File: src/rtl/dense_pkg.sv
// Shared types and default sizes for the dense-layer sequencer.
package dense_pkg;

    localparam int DENSE_DIM_W_DEF  = 12;
    localparam int DENSE_ADDR_W_DEF = 12;
    localparam int DENSE_N_PE_DEF   = 8;
    localparam int DENSE_RD_LAT_DEF = 2;

    typedef enum logic [2:0] {
        IDLE  = 3'd0,
        CLEAR = 3'd1,
        MAC   = 3'd2,
        FLUSH = 3'd3,
        WRITE = 3'd4,
        DONE  = 3'd5
    } dense_state_t;

endpackage

File: src/rtl/dense_tile_ctr.sv
// Tile/lane bookkeeping: outputs still to be written, active-lane mask and
// the write-lane counter used while draining a tile.
module dense_tile_ctr
    import dense_pkg::*;
#(
    parameter int N_PE  = DENSE_N_PE_DEF,
    parameter int DIM_W = DENSE_DIM_W_DEF
) (
    input  logic                    clk,
    input  logic                    rst,
    input  logic                    load,
    input  logic [DIM_W-1:0]        load_dim,
    input  logic                    step,
    output logic [N_PE-1:0]         lane_mask,
    output logic [$clog2(N_PE)-1:0] wr_lane,
    output logic                    last_lane,
    output logic                    last_tile
);

    localparam int LANE_W = $clog2(N_PE);
    localparam logic [DIM_W-1:0] N_PE_D = DIM_W'(N_PE);
    localparam logic [DIM_W-1:0] ONE_D  = DIM_W'(1);

    logic [DIM_W-1:0]  rem_r;
    logic [DIM_W-1:0]  active_s;
    logic [LANE_W-1:0] lane_r;
    logic [N_PE-1:0]   mask_s;

    // Lanes used by the current tile: min(N_PE, remaining)
    always_comb begin
        if (rem_r > N_PE_D) begin
            active_s = N_PE_D;
        end else begin
            active_s = rem_r;
        end
    end

    // Thermometer mask over the active lanes
    always_comb begin
        mask_s = {N_PE{1'b0}};
        for (int l = 0; l < N_PE; l++) begin
            if (DIM_W'(l) < active_s) begin
                mask_s[l] = 1'b1;
            end else begin
                mask_s[l] = 1'b0;
            end
        end
    end

    // remaining drops by the whole tile once its last lane is written
    always_ff @(posedge clk) begin
        if (!rst) begin
            rem_r  <= {DIM_W{1'b0}};
            lane_r <= {LANE_W{1'b0}};
        end else if (load) begin
            rem_r  <= load_dim;
            lane_r <= {LANE_W{1'b0}};
        end else if (step) begin
            if (last_lane) begin
                rem_r  <= rem_r - active_s;
                lane_r <= {LANE_W{1'b0}};
            end else begin
                lane_r <= lane_r + LANE_W'(1);
            end
        end
    end

    assign lane_mask = mask_s;
    assign wr_lane   = lane_r;
    assign last_lane = ((DIM_W'(lane_r) + ONE_D) == active_s);
    assign last_tile = (rem_r == active_s);

endmodule

File: src/rtl/dense_seq.sv
// Dense-layer sequencer: walks output neurons in N_PE-wide tiles, issuing
// feature/weight reads, PE MAC enables and per-lane output writes.
module dense_seq
    import dense_pkg::*;
#(
    parameter int N_PE   = DENSE_N_PE_DEF,
    parameter int DIM_W  = DENSE_DIM_W_DEF,
    parameter int ADDR_W = DENSE_ADDR_W_DEF,
    parameter int RD_LAT = DENSE_RD_LAT_DEF
) (
    input  logic                    clk,
    input  logic                    rst,
    input  logic                    start,
    input  logic                    stall,
    input  logic [DIM_W-1:0]        cfg_in_dim,
    input  logic [DIM_W-1:0]        cfg_out_dim,
    input  logic                    cfg_buf_sel,
    input  logic                    cfg_relu,
    output logic                    aybz_azby,
    output logic                    in_rd_en,
    output logic [ADDR_W-1:0]       in_rd_addr,
    output logic                    wt_rd_en,
    output logic [ADDR_W-1:0]       wt_rd_addr,
    output logic                    pe_clear,
    output logic                    pe_mac_en,
    output logic [N_PE-1:0]         pe_lane_mask,
    output logic                    pe_relu,
    output logic                    out_wr_en,
    output logic [$clog2(N_PE)-1:0] out_wr_lane,
    output logic [ADDR_W-1:0]       out_wr_addr,
    output logic                    busy,
    output logic                    done,
    output logic                    err
);

    localparam int LAT_W = $clog2(RD_LAT + 1);
    localparam logic [DIM_W-1:0] DIM_ONE = DIM_W'(1);

    dense_state_t      state_r;
    dense_state_t      state_nx_s;
    logic [DIM_W-1:0]  in_dim_r;
    logic [DIM_W-1:0]  mac_cnt_r;
    logic [ADDR_W-1:0] wt_addr_r;
    logic [ADDR_W-1:0] out_addr_r;
    logic [LAT_W-1:0]  lat_cnt_r;
    logic [RD_LAT-1:0] mac_sr_r;
    logic              buf_sel_r;
    logic              relu_r;
    logic              zero_err_r;
    logic              accept_s;
    logic              zero_cfg_s;
    logic              mac_last_s;
    logic              lat_last_s;
    logic              last_lane_s;
    logic              last_tile_s;
    logic              wr_step_s;
    logic              rd_s;

    assign accept_s   = (state_r == IDLE) && start;
    assign zero_cfg_s = (cfg_in_dim == {DIM_W{1'b0}}) || (cfg_out_dim == {DIM_W{1'b0}});
    assign mac_last_s = (mac_cnt_r == (in_dim_r - DIM_ONE));
    assign lat_last_s = (lat_cnt_r == LAT_W'(RD_LAT - 1));
    assign rd_s       = (state_r == MAC);
    assign wr_step_s  = (state_r == WRITE) && !stall;

    dense_tile_ctr #(
        .N_PE  (N_PE),
        .DIM_W (DIM_W)
    ) u_tile_ctr (
        .clk       (clk),
        .rst       (rst),
        .load      (accept_s),
        .load_dim  (zero_cfg_s ? {DIM_W{1'b0}} : cfg_out_dim),
        .step      (wr_step_s),
        .lane_mask (pe_lane_mask),
        .wr_lane   (out_wr_lane),
        .last_lane (last_lane_s),
        .last_tile (last_tile_s)
    );

    // Next-state logic; stall freezes every state except IDLE and DONE
    always_comb begin
        state_nx_s = state_r;
        case (state_r)
            IDLE: begin
                if (start) begin
                    state_nx_s = zero_cfg_s ? DONE : CLEAR;
                end else begin
                    state_nx_s = IDLE;
                end
            end
            CLEAR: begin
                if (!stall) begin
                    state_nx_s = MAC;
                end else begin
                    state_nx_s = CLEAR;
                end
            end
            MAC: begin
                if (!stall && mac_last_s) begin
                    state_nx_s = FLUSH;
                end else begin
                    state_nx_s = MAC;
                end
            end
            FLUSH: begin
                if (!stall && lat_last_s) begin
                    state_nx_s = WRITE;
                end else begin
                    state_nx_s = FLUSH;
                end
            end
            WRITE: begin
                if (!stall && last_lane_s) begin
                    state_nx_s = last_tile_s ? DONE : CLEAR;
                end else begin
                    state_nx_s = WRITE;
                end
            end
            DONE:    state_nx_s = IDLE;
            default: state_nx_s = IDLE;
        endcase
    end

    // State register
    always_ff @(posedge clk) begin
        if (!rst) begin
            state_r <= IDLE;
        end else begin
            state_r <= state_nx_s;
        end
    end

    // Config latch and address counters; wt/out addresses run across tiles
    always_ff @(posedge clk) begin
        if (!rst) begin
            in_dim_r   <= {DIM_W{1'b0}};
            mac_cnt_r  <= {DIM_W{1'b0}};
            wt_addr_r  <= {ADDR_W{1'b0}};
            out_addr_r <= {ADDR_W{1'b0}};
            lat_cnt_r  <= {LAT_W{1'b0}};
            buf_sel_r  <= 1'b0;
            relu_r     <= 1'b0;
            zero_err_r <= 1'b0;
        end else if (accept_s) begin
            in_dim_r   <= cfg_in_dim;
            mac_cnt_r  <= {DIM_W{1'b0}};
            wt_addr_r  <= {ADDR_W{1'b0}};
            out_addr_r <= {ADDR_W{1'b0}};
            lat_cnt_r  <= {LAT_W{1'b0}};
            buf_sel_r  <= cfg_buf_sel;
            relu_r     <= cfg_relu;
            zero_err_r <= zero_cfg_s;
        end else if (!stall) begin
            case (state_r)
                MAC: begin
                    wt_addr_r <= wt_addr_r + ADDR_W'(1);
                    mac_cnt_r <= mac_last_s ? {DIM_W{1'b0}} : (mac_cnt_r + DIM_ONE);
                end
                FLUSH: begin
                    lat_cnt_r <= lat_last_s ? {LAT_W{1'b0}} : (lat_cnt_r + LAT_W'(1));
                end
                WRITE: begin
                    out_addr_r <= out_addr_r + ADDR_W'(1);
                end
                default: begin
                    lat_cnt_r <= lat_cnt_r;
                end
            endcase
        end
    end

    // Read-latency pipe: a read issued now becomes a MAC RD_LAT live cycles later
    always_ff @(posedge clk) begin
        if (!rst) begin
            mac_sr_r <= {RD_LAT{1'b0}};
        end else if (!stall) begin
            mac_sr_r <= RD_LAT'({mac_sr_r, rd_s});
        end
    end

    assign aybz_azby   = buf_sel_r;
    assign pe_relu     = relu_r;
    assign in_rd_en    = rd_s && !stall;
    assign wt_rd_en    = rd_s && !stall;
    assign in_rd_addr  = ADDR_W'(mac_cnt_r);
    assign wt_rd_addr  = wt_addr_r;
    assign pe_clear    = (state_r == CLEAR) && !stall;
    assign pe_mac_en   = mac_sr_r[RD_LAT-1] && !stall;
    assign out_wr_en   = (state_r == WRITE) && !stall;
    assign out_wr_addr = out_addr_r;
    assign busy        = (state_r != IDLE);
    assign done        = (state_r == DONE);
    assign err         = (state_r == DONE) && zero_err_r;

endmodule

File: config.mk
export PLATFORM = sky130hd
export DESIGN_NAME = dense_seq
export DESIGN_NICKNAME = d
export VERILOG_FILES = /design/src/rtl/dense_pkg.sv /design/src/rtl/dense_tile_ctr.sv /design/src/rtl/dense_seq.sv
export SDC_FILE = /design/constraint.sdc
export NUM_CORES = 1
export LEC_CHECK = 0
export ABC_AREA = 1
export BUFFER_PORTS_ARGS = -buffer_cell sky130_fd_sc_hd__buf_2
export CORE_ASPECT_RATIO = 1.75
export CORE_MARGIN = 2
export CORE_UTILIZATION = 45
export CTS_BUF_LIST = sky130_fd_sc_hd__clkbuf_16
export DETAILED_ROUTE_END_ITERATION = 7
export GPL_ROUTABILITY_DRIVEN = 0
export GPL_TIMING_DRIVEN = 0
export PLACE_DENSITY = 0.79
export SETUP_SLACK_MARGIN = 0.4
export SYNTH_ARGS = -nofsm -noshare
export SYNTH_HDL_FRONTEND = slang
export SYNTH_HIERARCHICAL = 1
export SYNTH_SLANG_ARGS = --single-unit
export TNS_END_PERCENT = 50
File: constraint.sdc
create_clock -name clk -period 2.4 [get_ports clk]
set_clock_uncertainty 0.2 [all_clocks]
set_input_delay 0.24 -clock clk [delete_from_list [all_inputs] [get_ports clk]]
set_output_delay 0.24 -clock clk [all_outputs]
set_load 0.05 [all_outputs]
# ---- Word-level counts from Yosys, hierarchy flattened
# Cells that the tools add are included.
dict set report op_classes {
  n_shift 0
  muxes 24
  n_lt_le_gt_ge 9
  div 0
  mul 0
  reduce_logical 22
  bitwise_logic 2
  eq_ne 9
  add_sub_neg 8
}
# cell n
set ops {}
lappend ops {{12-bit 2-to-1 mux} 6}
lappend ops {{3-bit by 12-bit less-than comparator with 1-bit output, first input constant} 4}
lappend ops {{12-bit by 1-bit adder with 12-bit output, second input constant} 3}
lappend ops {{12-bit equality test} 3}
lappend ops {{12-bit logical NOT} 2}
lappend ops {{1-bit by 12-bit less-than comparator with 1-bit output, first input constant} 2}
lappend ops {{2-bit by 12-bit less-than comparator with 1-bit output, first input constant} 2}
lappend ops {{3-bit 2-to-1 mux} 6}
lappend ops {{3-bit case mux with 5 select lines} 1}
lappend ops {{12-bit by 4-bit > comparator with 1-bit output, second input constant} 1}
lappend ops {{12-bit by 1-bit subtractor with 12-bit output, second input constant} 1}
lappend ops {{12-bit subtractor} 1}
lappend ops {{1-bit logical AND} 9}
lappend ops {{1-bit 2-to-1 mux} 9}
lappend ops {{2-bit AND reduction} 4}
lappend ops {{3-bit by 2-bit equality test with 1-bit output, second input constant} 2}
lappend ops {{3-bit equality test, second input constant} 2}
lappend ops {{3-bit by 1-bit adder with 4-bit output, second input constant} 1}
lappend ops {{2-bit 2-to-1 mux} 2}
lappend ops {{2-bit nonzero test} 2}
lappend ops {{3-bit by 1-bit adder with 3-bit output, second input constant} 1}
lappend ops {{3-bit by 1-bit equality test with 1-bit output, second input constant} 1}
lappend ops {{3-bit logical NOT} 1}
lappend ops {{3-bit nonzero test} 1}
lappend ops {{6 further kinds} 7}
dict set report totals {
  input_bits 30
  ff_bits 73
  out_inout_bits 57
  romBits 0
  n_memories 0
  ram_bits 0
  latch_bits 0
  elab_cells 86
}

# ---- Longest topological paths before layout
# Gate-level depths: netlist of run 1.
dict set report depth {
  ltp_word 6
  depth_mapped 15
  mapped_depth_nobuf 15
}

# ---- By module
# Netlist of run 1, hierarchy kept.
# module cells_per_inst area_per_inst_um2 instances seq_area_each_um2
set modules_own_cells {}
lappend modules_own_cells {dense_seq 462 3131.8 1 1161.1}
lappend modules_own_cells {dense_tile_ctr 190 1194.9 1 300.3}

# ---- Worst setup path after synthesis of run 1
# Ideal clock, no wire load.
dict set report synth_path {
  path_kind {register to output}
  startpoint {register state_r[0]}
  endpoint {output err}
  arrival_time_ps 1970
  t_required_ps 1960
  slack_ps -10
  stages_incl_launch_ff 3
  n_path_buf 0
  cell_sequence {dfxtp_1 -> inv_1 -> nor4_1}
}
dict set report synth_via {
  elab_chain_len 2
}
# item line
set synth_lines {}
lappend synth_lines {{from (decl)} dense_seq.sv:39} ;# dense_state_t state_r;
lappend synth_lines {{from (signal assigned)} dense_seq.sv:130} ;# state_r <= state_nx_s;
lappend synth_lines {{3-bit equality test} dense_seq.sv:194} ;# assign err = (state_r == DONE) && zero_err_r;
lappend synth_lines {{1-bit logical AND} dense_seq.sv:194}
lappend synth_lines {{to (decl)} dense_seq.sv:33} ;# output logic err
# Every way passes these cells.

# ---- Worst setup path after layout of run 1
dict set report layout_path {
  startpoint {register u_tile_ctr.rem_r[4]}
  endpoint {output pe_lane_mask[2]}
}
dict set report layout_via {
  elab_chain_len 4
}
# item line
set layout_lines {}
lappend layout_lines {{from (decl)} dense_tile_ctr.sv:24} ;# logic [DIM_W-1:0] rem_r;
lappend layout_lines {{from (signal assigned)} dense_tile_ctr.sv:53} ;# rem_r <= {DIM_W{1'b0}};
lappend layout_lines {{from (signal assigned)} dense_tile_ctr.sv:56} ;# rem_r <= load_dim;
lappend layout_lines {{from (signal assigned)} dense_tile_ctr.sv:60} ;# rem_r <= rem_r - active_s;
lappend layout_lines {{12-bit by 4-bit > comparator with 1-bit output} dense_tile_ctr.sv:31} ;# if (rem_r > N_PE_D) begin
lappend layout_lines {{12-bit 2-to-1 mux (*)} dense_tile_ctr.sv:31}
lappend layout_lines {{2-bit by 12-bit less-than comparator with 1-bit output (*)} dense_tile_ctr.sv:42} ;# if (DIM_W'(l) < active_s) begin
lappend layout_lines {{1-bit 2-to-1 mux (*)} dense_tile_ctr.sv:42}
lappend layout_lines {{to (decl)} dense_seq.sv:26} ;# output logic [N_PE-1:0] pe_lane_mask,
# Every way passes the cells marked *; elsewhere a longest branch is shown, timed or not.

==> results of run 1 <==
## power breakdown
group / internal [mW] / leakage [nW] / switching, mW
clock network: 1.11 / 0.181 / 0.527
logic: 0.430 / 1.88 / 0.777
registers: 1.27 / 0.600 / 0.0700
total: 2.81 / 2.66 / 1.37
## worst min-delay path by stage
stage / from / end / slack (ps) / cells past startpoint
final: cfg_in_dim[9] / in_dim_r[9]$_SDFFE_PN0P_ / 5 / 3
after global routing: cfg_in_dim[9] / in_dim_r[9]$_SDFFE_PN0P_ / 40 / 3
after CTS: cfg_in_dim[9] / in_dim_r[9]$_SDFFE_PN0P_ / 4 / 3
after detailed placement: lat_cnt_r[1]$_SDFFE_PP0P_ / lat_cnt_r[1]$_SDFFE_PP0P_ / 240 / 2
after global placement: lat_cnt_r[1]$_SDFFE_PP0P_ / lat_cnt_r[1]$_SDFFE_PP0P_ / 230 / 2
after floorplan: rst / u_tile_ctr/rem_r[1]$_SDFFE_PN0P_ / 160 / 2
## synthesized netlist by cell type (5+ instances only)
library cell  count  share of area
nand2_2           9          0.013
a21oi_1          41          0.047
nor2_4            5          0.013
clkbuf_1          5         0.0043
nor2_1           93          0.081
o21ai_0          38          0.044
nor4_1            6         0.0087
xnor2_1           5          0.010
xor2_1           20          0.040
nand3_1          45          0.052
ha_1              6          0.017
inv_1            91          0.079
nor3_1           12          0.014
nand2_1         133           0.12
dfxtp_1          73           0.34
nor2_2            8          0.012
nand4_1          13          0.019
## through the flow
step | cell area, um^2 | std cells | worst slack, ps
final | 5840 | 907 | 352
after global placement | 4930 | 859 | 7.65
after detailed placement | 4930 | 859 | 1.77
after CTS | 5560 | 897 | 288
after global routing | 5840 | 907 | 225
after floorplan | 4350 | 652 | 312
## metal layers
layer  wire [um]  track usage  share of wire
met4         457        0.128          0.039
met1        4300        0.208           0.36
met5           0            0              0
met3         511       0.0420          0.043
met2        6510        0.429           0.55
## registers in the layout, indices dropped and copies added, names as in the netlist
signal,cells
pe_relu,1
wt_rd_addr,12
in_dim_r,12
state_r,3
u_tile_ctr/wr_lane,3
zero_err_r,1
lat_cnt_r,2
in_rd_addr,12
out_wr_addr,12
aybz_azby,1
mac_sr_r,2
u_tile_ctr/rem_r,12
## area by class of cell
cell class,instances,area share
flip-flops and latches,73,0.254
clock inverters,7,0.0229
inverters,97,0.0630
well taps,122,0.0261
multi-input cells,469,0.453
plain buffers,13,0.0137
clock buffers,9,0.0386
repair buffers,117,0.129
## cells by family (layout without fill, tap and decap cells)
| logic type | count (synthesis) | in the layout | synth area share |
|---|---|---|---|
| and+or+nand+nor | 346 | 346 | 0.380 |
| other | 1 | 1 | 0.000867 |
| buffers and inverters | 110 | 243 | 0.102 |
| DFF | 73 | 73 | 0.338 |
| adders and majority gates | 6 | 6 | 0.0174 |
| AOI/OAI and AO/OA | 91 | 91 | 0.111 |
| xor gates and xnor gates | 25 | 25 | 0.0506 |
## what timing repair did
item,in CTS,in global routing
cloned,1,1
hold endpoints to repair,10,0
hold buffers,9,0
gates resized for setup,25,69
pin swaps,8,19
setup endpoints to repair,37,37
setup buffers,12,9
## worst min-delay path: cells and delay by family
kind	cells	cell delay [ps]
AOI/OAI and AO/OA	2	180
buffers and inverters	1	80
==> summary.txt, run 1 <==
Timing
  • Fmax: between 400 and 500 MHz
  • Setup violators final: 0
  • Slew @ Worst Pin: a little over 500 ps
  • Slew HR: 0.658
  • Final hold slack: ~4.9 ps
  • Setup_tns: 0 ps
  • RSZ-0062 raised after global routing: yes
  • Crit path time final: between 2000 and 2500 ps
  • Fin crit share: 0.853
  • Fin. max-slew vios: 0
  • Final hold violations: 0

Logic synthesis
  • Post-synth cell types: 44
  • Synth Register Bits: 73
  • Synthesis Warnings: 6
  • Post-Synthesis Net Count: between 600 and 700
  • Top_reg_cell synth: dfxtp_1
  • Syn Inst Count: approximately 650
  • EDFF count, synth: 0
  • Asr flop ratio synth: 0
  • Synth Cell Area: approximately 0.0043 mm^2
  • Register area share after synthesis: 0.338
  • Synth Area per Inst: between 6 and 7 um^2

Flow run
  • Max Cap Violations: 0

Global routing
  • Largest net degree at the start of global routing: 13
  • Total Routing Usage GR: 0.221
  • Initial antenna violation count: 0
  • First-pass GRT wire length: about 19 mm
  • Congestion Overflow GR: 0
  • Vias in the first global route: roughly 4400

Clock tree
  • Root buf cell: clkbuf_16
  • Total clock sinks: 73
  • Worst-path clk slew: ~60 ps
  • Maximum clock path buffer count: 2
  • CTS tree: done
  • Clock H-tree levels: 3
  • CTS buffer count: 9
  • Worst-Skew Late Latency: approximately 340 ps

Route
  • Total Wirelength: around 12 mm
  • DR pass1 iterations: 6
  • WL per Instance: approximately 13 um
  • DR vias/cell: between 5 and 6
  • Via count: roughly 4600
  • Residual DRC count: 0
  • Routed Antenna Nets: 0
  • Iteration-0 DRC Markers: about 160

Setup path
  • Crit start category: flop
  • Worst-path maximum fanout: 8
  • Worst R2R Path Depth: 14
  • Setup crit end kind: output pin
  • Slowest CP cell: dfxtp_4
  • Cell family with most CP delay: simple AND/OR/NAND/NOR gates
  • Worst r2r src: u_tile_ctr/rem_r[4]$_SDFFE_PN0P_
  • WP data arrival: ~1600 ps
  • Cells along the critical path: nor2_4, nand2_4, nor2_8, nand2_4, nor2_4, o21ai_0, buf_4
  • Worst path max stage delay: between 300 and 400 ps
  • CP required: 1960 ps
  • Critical Path Source: u_tile_ctr/rem_r[4]$_SDFFE_PN0P_
  • Critical path class: reg2out
  • Stages on worst setup path: 7
  • FF-to-FF End: state_r[2]$_SDFF_PN0_
  • Worst setup path endpoint: pe_lane_mask[2]
  • Worst path bufs/invs: 1
  • Worst R2R Setup Slack: 370 ps

Die
  • Initial core utilization: 0.460
  • Full die area: roughly 0.010 mm^2
  • Core area: about 0.0094 mm^2
  • Top-Level Pins: between 80 and 90
  • Std-Cell Rows: between 40 and 50
  • Die height: 134 um
  • Die W: 78.1 um

Power and ir drop
  • Overall Power: 4.19 mW
  • Pwr dens: between 700 and 800 mW/mm^2
  • Static Leak: ~2.7 nW
  • Max VDD drop: between 0.0005 and 0.0006 V

Layout
  • # fillers: 856
  • Commonest non-fill, non-tap cell in the layout: nand2_1
  • Finished Core Util: 0.621
  • # diodes: 0
  • Layout cells sized above 1: 0.307
  • NumNets Final: slightly above 800
  • Area growth syn-to-layout: 35.0%
  • Commonest cells after routing, fill and taps aside: nand2_1, inv_1, buf_2
  • Multi-input gate area: ~0.0026 mm^2
  • Sequential cell area: 0.00149 mm^2

Placement
  • IO Port Bufs: 85
  • DP HPWL: about 8.2 mm

Run status
  • Status: completed

Min path
  • Hold/Removal Path Class: in2reg
Power figures use the tool's default switching activity.
==> run 2, diff against run 1 <==
--- a/config.mk
+++ b/config.mk
@@ -5,7 +5,6 @@
 export SDC_FILE = /design/constraint.sdc
 export NUM_CORES = 1
 export LEC_CHECK = 0
-export ABC_AREA = 1
 export BUFFER_PORTS_ARGS = -buffer_cell sky130_fd_sc_hd__buf_2
 export CORE_ASPECT_RATIO = 1.75
 export CORE_MARGIN = 2
==> run 2 against run 1 <==
  * The flow now finishes with violations (setup timing)
  * Critical endpoint is now u_tile_ctr/rem_r[6]$_SDFFE_PN0P_
  * Via count fell by 0.13%
  * Critical path depth is 5 higher
  * Final cell count down 12%
  * Total power is 14% lower
  * Critical path type is now reg2reg
  * Sequential cell count unchanged
  * Wire length is 18% higher
  * Global-route usage grew 4.2 points
==> summary.txt, run 2 <==
Global routing
  • Total Routing Usage GR: 0.263
  • Vias in the first global route: 4587
  • Initial antenna violation count: 0
  • Congestion Overflow GR: 0
  • Largest net degree at the start of global routing: 16
  • First-pass GRT wire length: approximately 22 mm

Layout
  • Layout cells sized above 1: 0.387
  • # fillers: about 670
  • Post-route insts no fill: slightly below 800
  • NumNets Final: ~710
  • Commonest non-fill, non-tap cell in the layout: buf_2
  • Area growth syn-to-layout: 48.9%
  • Commonest cells after routing, fill and taps aside: buf_2, dfxtp_1, nand2_1
  • Cell area after layout: roughly 0.0063 mm^2
  • # diodes: 0

Clock tree
  • Worst-path clk slew: roughly 60 ps
  • Maximum clock path buffer count: 2
  • CTS tree: done
  • Clock H-tree levels: 3
  • Total clock sinks: 73
  • CTS buffer count: 9
  • Worst-Skew Late Latency: ~330 ps
  • Root buf cell: clkbuf_16

Timing
  • Fin crit share: 1.05
  • Setup violators final: 12
  • Slew @ Worst Pin: 590 ps
  • Crit path time final: about 2500 ps
  • Fmax: 398 MHz
  • Setup_tns: -676 ps
  • Final hold violations: 0
  • Final hold slack: roughly 80 ps
  • Slew HR: 0.603
  • Fin. max-slew vios: 0
  • RSZ-0062 raised after global routing: yes
  • Final WS setup: -110 ps

Route
  • Total Wirelength: ~14 mm
  • DR pass1 iterations: 5
  • Routed Antenna Nets: 0
  • DR vias/cell: ~5.8
  • WL per Instance: approximately 17 um
  • Via count: 4598
  • Residual DRC count: 0
  • Iteration-0 DRC Markers: ~290

Logic synthesis
  • Asr flop ratio synth: 0
  • Synthesis Warnings: 6
  • Count leader, synth: dfxtp_1
  • Register area share after synthesis: 0.346
  • EDFF count, synth: 0
  • Synth Register Bits: 73
  • Synth Cell Area: roughly 0.0042 mm^2
  • Top cell type's share of synthesized area: 0.346
  • Post-Synthesis Net Count: about 540
  • Top_reg_cell synth: dfxtp_1
  • Syn Inst Count: ~500
  • Largest area contributor in the netlist: dfxtp_1
  • Post-synth cell types: 70
  • Post-synth top cells: dfxtp_1, nand2_1, nor2_1, xor2_1, nand3_1
  • Synth top area cells: dfxtp_1, xor2_1, nand2_1, nor2_1, xnor2_1
  • Synth Area per Inst: about 8.4 um^2

Placement
  • Placed cell count: a little over 700
  • DP HPWL: 8.18 mm
  • Placed inst area: between 0.004 and 0.005 mm^2
  • IO Port Bufs: 86

Setup path
  • Worst-path maximum fanout: 5
  • WP data arrival: 2560 ps
  • CP required: 2450 ps
  • Critical path class: reg2reg
  • Crit start category: flop
  • Setup crit end kind: flop

Power and ir drop
  • Max VDD drop: between 0.0004 and 0.0005 V
  • Static Leak: around 2.6 nW
  • Pwr dens: ~570 mW/mm^2

Die
  • Die W: 77.2 um
  • Full die area: around 0.01 mm^2
  • Initial core utilization: 0.465
  • Core area: 0.00909 mm^2
  • Die height: 132 um
  • Std-Cell Rows: 46
  • Top-Level Pins: just under 90

Flow run
  • Max Cap Violations: 0

Run status
  • Status: complete, but fails checks
  • Failing checks: setup timing

Min path
  • Hold/Removal Path Class: in2reg
==> run 2: cell count changes after synthesis, sizes merged, moves of 12 or more <==
cell | before | now
nand2 | 144 | 58
inv | 95 | 12
nor2 | 107 | 47
a21oi | 42 | 12
nand3 | 48 | 21
o21ai | 39 | 19
a21boi | 0 | 16
and2 | 1 | 14
clkbuf | 5 | 18
xor2 | 20 | 33
a211oi | 3 | 15
==> run 2: layout make-up <==
cell class | instances | area [um^2] | area share
Multi-Input combinational cell | 387 | 2900 | 0.462
Sequential cell | 73 | 1500 | 0.239
Clock buffer | 9 | 225 | 0.0358
Tap cell | 120 | 150 | 0.0239
Clock inverter | 7 | 55.1 | 0.00875
Inverter | 12 | 52.6 | 0.00835
Timing Repair Buffer | 158 | 1160 | 0.184
Buffer | 29 | 243 | 0.0386
==> run 2: logic make-up after synthesis <==
kind of cell | after synthesis | share of synthesized area
compound gates | 92 | 0.172
xor+xnor | 49 | 0.102
fa+ha+maj | 6 | 0.0178
buf+inv | 41 | 0.0450
flops | 73 | 0.346
mux | 7 | 0.0166
other cells | 1 | 0.000888
simple gates | 232 | 0.300
==> run 2: timing repair <==
item / in CTS / in global routing
gates resized for setup: 102 / 39
pin swaps: 27 / 26
buffers inserted: 41 / 14
endpoints found under the setup margin: 77 / 64
cloned: 3 / 0
hold buffers: 14 / 0
hold endpoints to repair: 14 / 0
==> run 2: worst paths after layout <==
kind | start | to | slack (ps) | cells after the start
setup / recovery | u_tile_ctr/rem_r[10]$_SDFFE_PN0P_ | u_tile_ctr/rem_r[6]$_SDFFE_PN0P_ | -110 | 12
hold / removal | rst | u_tile_ctr/rem_r[8]$_SDFFE_PN0P_ | 80 | 3
setup reg to reg | u_tile_ctr/rem_r[10]$_SDFFE_PN0P_ | u_tile_ctr/rem_r[6]$_SDFFE_PN0P_ | -110 | 12
hold reg to reg | lat_cnt_r[1]$_SDFFE_PP0P_ | lat_cnt_r[1]$_SDFFE_PP0P_ | 250 | 2
==> run 2: power breakdown <==
part           switching [mW]  internal (mW)
combinational           0.581          0.438
sequential             0.0499           1.25
clock                   0.486          0.785
==> run 2: routing by layer <==
metal | track usage | wire length, um
met1 | 0.273 | 4920
met2 | 0.486 | 7440
met3 | 0.0521 | 801
met4 | 0.143 | 708
met5 | 0 | 0
==> run 2: stage by stage <==
step | setup WS [ps] | total power [mW] | util
3_5_place_dp | -395 | 1.98 | 0.539
6_report | -110 | 3.59 | 0.692
2_1_floorplan | -10.5 | 1.82 | -
5_1_grt | -186 | 3.73 | 0.692
4_1_cts | -14.7 | 3.46 | 0.664
3_3_place_gp | -377 | 1.96 | 0.539
==> run 2: worst max-delay path, cell delays in order, from the launching register on <==
cell     delay (ps)
dfxtp_4         370
nor4_4           50
and3_4          180
buf_8           130
inv_8            70
nand2_4          50
ha_4            170
nor3_2          110
nor2_1           70
a21o_1          210
or3_4           340
or3_1           310
a31oi_1         160
==> run 3, diff against run 2 <==
--- a/config.mk
+++ b/config.mk
@@ -14,7 +14,6 @@
 export GPL_ROUTABILITY_DRIVEN = 0
 export GPL_TIMING_DRIVEN = 0
 export PLACE_DENSITY = 0.79
-export SETUP_SLACK_MARGIN = 0.4
 export SYNTH_ARGS = -nofsm -noshare
 export SYNTH_HDL_FRONTEND = slang
 export SYNTH_HIERARCHICAL = 1
==> run 3 against run 2 <==
  * The run still ends with setup timing left
  * Non-clock buffer count fell by 31
  * Total power fell by 5.4%
  * Sequential cell count did not move
  * Cell area fell by 8.8%
  * Final cell count fell by 3.8%
  * Global-route usage fell by 3.3 points
  * Register-to-register slack improved by 30 ps
  * Sequential share of layout area rose by 2.2 points
  * Combinational power fell by 19%
==> summary.txt, run 3 (same netlist as run 2, synthesis figures left out) <==
Setup path
  • Worst path max stage delay: ~340 ps
  • Worst R2R Path Depth: 10
  • Worst setup path endpoint: u_tile_ctr/rem_r[5]$_SDFFE_PN0P_
  • WP data arrival: about 2600 ps
  • Cells along the critical path: nor4_2, and3_4, inv_8, buf_4, a211oi_4, buf_6, o21ai_4, buf_6, o41ai_2, a22o_1
  • Critical Path Most Common Cell: buf_6
  • Slowest CP cell: dfxtp_4
  • Critical Path Source: u_tile_ctr/rem_r[4]$_SDFFE_PN0P_
  • Crit start category: flop
  • Worst R2R Setup Slack: -80 ps
  • Worst r2r src: u_tile_ctr/rem_r[4]$_SDFFE_PN0P_
  • Stages on worst setup path: 10
  • Setup crit end kind: flop
  • Worst-path maximum fanout: 5
  • FF-to-FF End: u_tile_ctr/rem_r[5]$_SDFFE_PN0P_
  • Critical path class: reg2reg
  • Worst path bufs/invs: 4
  • CP required: about 2500 ps
  • Cell family with most CP delay: compound AO/OA/AOI/OAI gates

Run status
  • Status: complete, but fails checks
  • Failing checks: setup timing

Min path
  • Hold depth: 3
  • Hold/Removal Path Class: in2reg

Timing
  • RSZ-0062 raised after global routing: yes
  • Final hold slack: roughly 12 ps
  • Final hold violations: 0
  • Slew @ Worst Pin: slightly above 700 ps
  • Setup violators final: 9
  • Final WS setup: -84.0 ps
  • Fin. max-slew vios: 0
  • Fmax: 403 MHz
  • Slew HR: 0.531
  • Fin crit share: 1.04
  • Crit path time final: between 2000 and 2500 ps
  • Setup_tns: -383 ps

Route
  • Via count: between 4000 and 5000
  • Total Wirelength: roughly 12 mm
  • Residual DRC count: 0
  • DR vias/cell: around 5.6
  • Routed Antenna Nets: 0
  • Iteration-0 DRC Markers: between 150 and 200
  • WL per Instance: ~16 um
  • DR pass1 iterations: 5

Global routing
  • Vias in the first global route: roughly 4100
  • Largest net degree at the start of global routing: 16
  • Congestion Overflow GR: 0
  • First-pass GRT wire length: 19.0 mm
  • Initial antenna violation count: 0
  • Total Routing Usage GR: 0.230

Placement
  • DP HPWL: just over 8 mm
  • Placed cell count: a little over 700
  • Placed inst area: between 0.004 and 0.005 mm^2
  • IO Port Bufs: between 80 and 90

Die
  • Std-Cell Rows: between 40 and 50
  • Initial core utilization: 0.465
  • Core area: between 0.009 and 0.01 mm^2
  • Full die area: roughly 0.01 mm^2
  • Die height: roughly 130 um
  • Top-Level Pins: slightly below 90
  • Die W: roughly 77 um

Power and ir drop
  • Max VDD drop: ~0.00038 V
  • Static Leak: around 2.4 nW
  • Sw Ratio: 0.303
  • Logic pwr share: 0.244
  • Overall Power: 3.40 mW
  • Int Power: about 2.4 mW
  • Seq pwr share: 0.383
  • Switching Power: between 1 and 1.5 mW
  • Pwr dens: between 500 and 600 mW/mm^2
  • Clock Power Share: 0.373

Layout
  • Multi-input gate area: between 0.002 and 0.003 mm^2
  • Layout cells sized above 1: 0.326
  • Cell area after layout: approximately 0.0057 mm^2
  • Commonest non-fill, non-tap cell in the layout: buf_2
  • Sequential cell area: around 0.0015 mm^2
  • Commonest cells after routing, fill and taps aside: buf_2, dfxtp_1, nand2_1
  • Area growth syn-to-layout: 35.9%
  • NumNets Final: just under 700
  • # fillers: 822
  • Post-route insts no fill: approximately 770
  • # diodes: 0

Clock tree
  • Root buf cell: clkbuf_16
  • Total clock sinks: 73
  • Worst-path clk slew: 60 ps
  • CTS buffer count: 9
  • Worst-Skew Late Latency: roughly 330 ps
  • CTS tree: done
  • Maximum clock path buffer count: 2
  • Clock H-tree levels: 3

Flow run
  • Max Cap Violations: 0
[run 3: cell count changes in the layout (fill, tap and decap cells not counted), sizes merged]
| cell | before | now |
|---|---|---|
| o21ai | 19 | 20 |
| dlygate4sd3 | 14 | 13 |
| inv | 15 | 14 |
| clkinv | 3 | 4 |
| clkbuf | 27 | 25 |
| buf | 155 | 127 |
[run 3: through the flow]
| stage | setup slack (ps) | utilization |
|---|---|---|
| after floorplan | -10.5 | - |
| after global placement | -397 | 0.534 |
| after detailed placement | -469 | 0.534 |
| after CTS | -41.5 | 0.612 |
| after global routing | -124 | 0.631 |
| final | -84.0 | 0.631 |
[run 3: final cells by class]
class,instances,area share
clock inverters,7,0.00937
clock buffers,9,0.0392
repair buffers,130,0.142
well taps,120,0.0262
flip-flops and latches,73,0.261
inverters,12,0.00959
plain buffers,26,0.0292
multi-input cells,388,0.484
[run 3: power by group through the flow]
stage / Clock, mW / Combinational [mW] / Sequential [mW]
2_1_floorplan: 0 / 0.483 / 1.32
3_3_place_gp: 0 / 0.625 / 1.32
5_1_grt: 1.34 / 0.882 / 1.31
6_report: 1.27 / 0.829 / 1.30
3_5_place_dp: 0 / 0.642 / 1.32
4_1_cts: 1.28 / 0.764 / 1.29
[run 3: what timing repair did]
action,CTS,global route
hold endpoints to repair,13,0
pin swaps,12,12
endpoints found under the setup margin,51,36
setup buffers,18,10
hold buffers,13,0
gates cloned,3,1
gates resized for setup,34,33
[run 3: worst min path at each step]
stage | startpoint | endpoint
after global placement | lat_cnt_r[1]$_SDFFE_PP0P_ | lat_cnt_r[1]$_SDFFE_PP0P_
after CTS | cfg_in_dim[10] | in_dim_r[10]$_SDFFE_PN0P_
after detailed placement | lat_cnt_r[1]$_SDFFE_PP0P_ | lat_cnt_r[1]$_SDFFE_PP0P_
final | cfg_in_dim[10] | in_dim_r[10]$_SDFFE_PN0P_
after floorplan | rst | u_tile_ctr/rem_r[5]$_SDFFE_PN0P_
after global routing | cfg_in_dim[10] | in_dim_r[10]$_SDFFE_PN0P_
[run 3: worst reg2reg max path, cell delays in order (launching register included)]
cell and delay (ps):
dfxtp_4 340, nor4_2 340, and3_4 320, inv_8 40
buf_4 140, a211oi_4 190, buf_6 170, o21ai_4 100
buf_6 160, o41ai_2 230, a22o_1 190
[run 3: metal layers]
| metal | wire (um) | part of all wire | up-vias | track usage |
|---|---|---|---|---|
| met5 | 0 | 0 | - | 0 |
| met4 | 412 | 0.034 | 0 | 0.113 |
| met3 | 593 | 0.048 | 36 | 0.0548 |
| met2 | 6630 | 0.54 | 175 | 0.419 |
| met1 | 4630 | 0.38 | 2031 | 0.242 |
| li1 | - | - | 2058 | - |
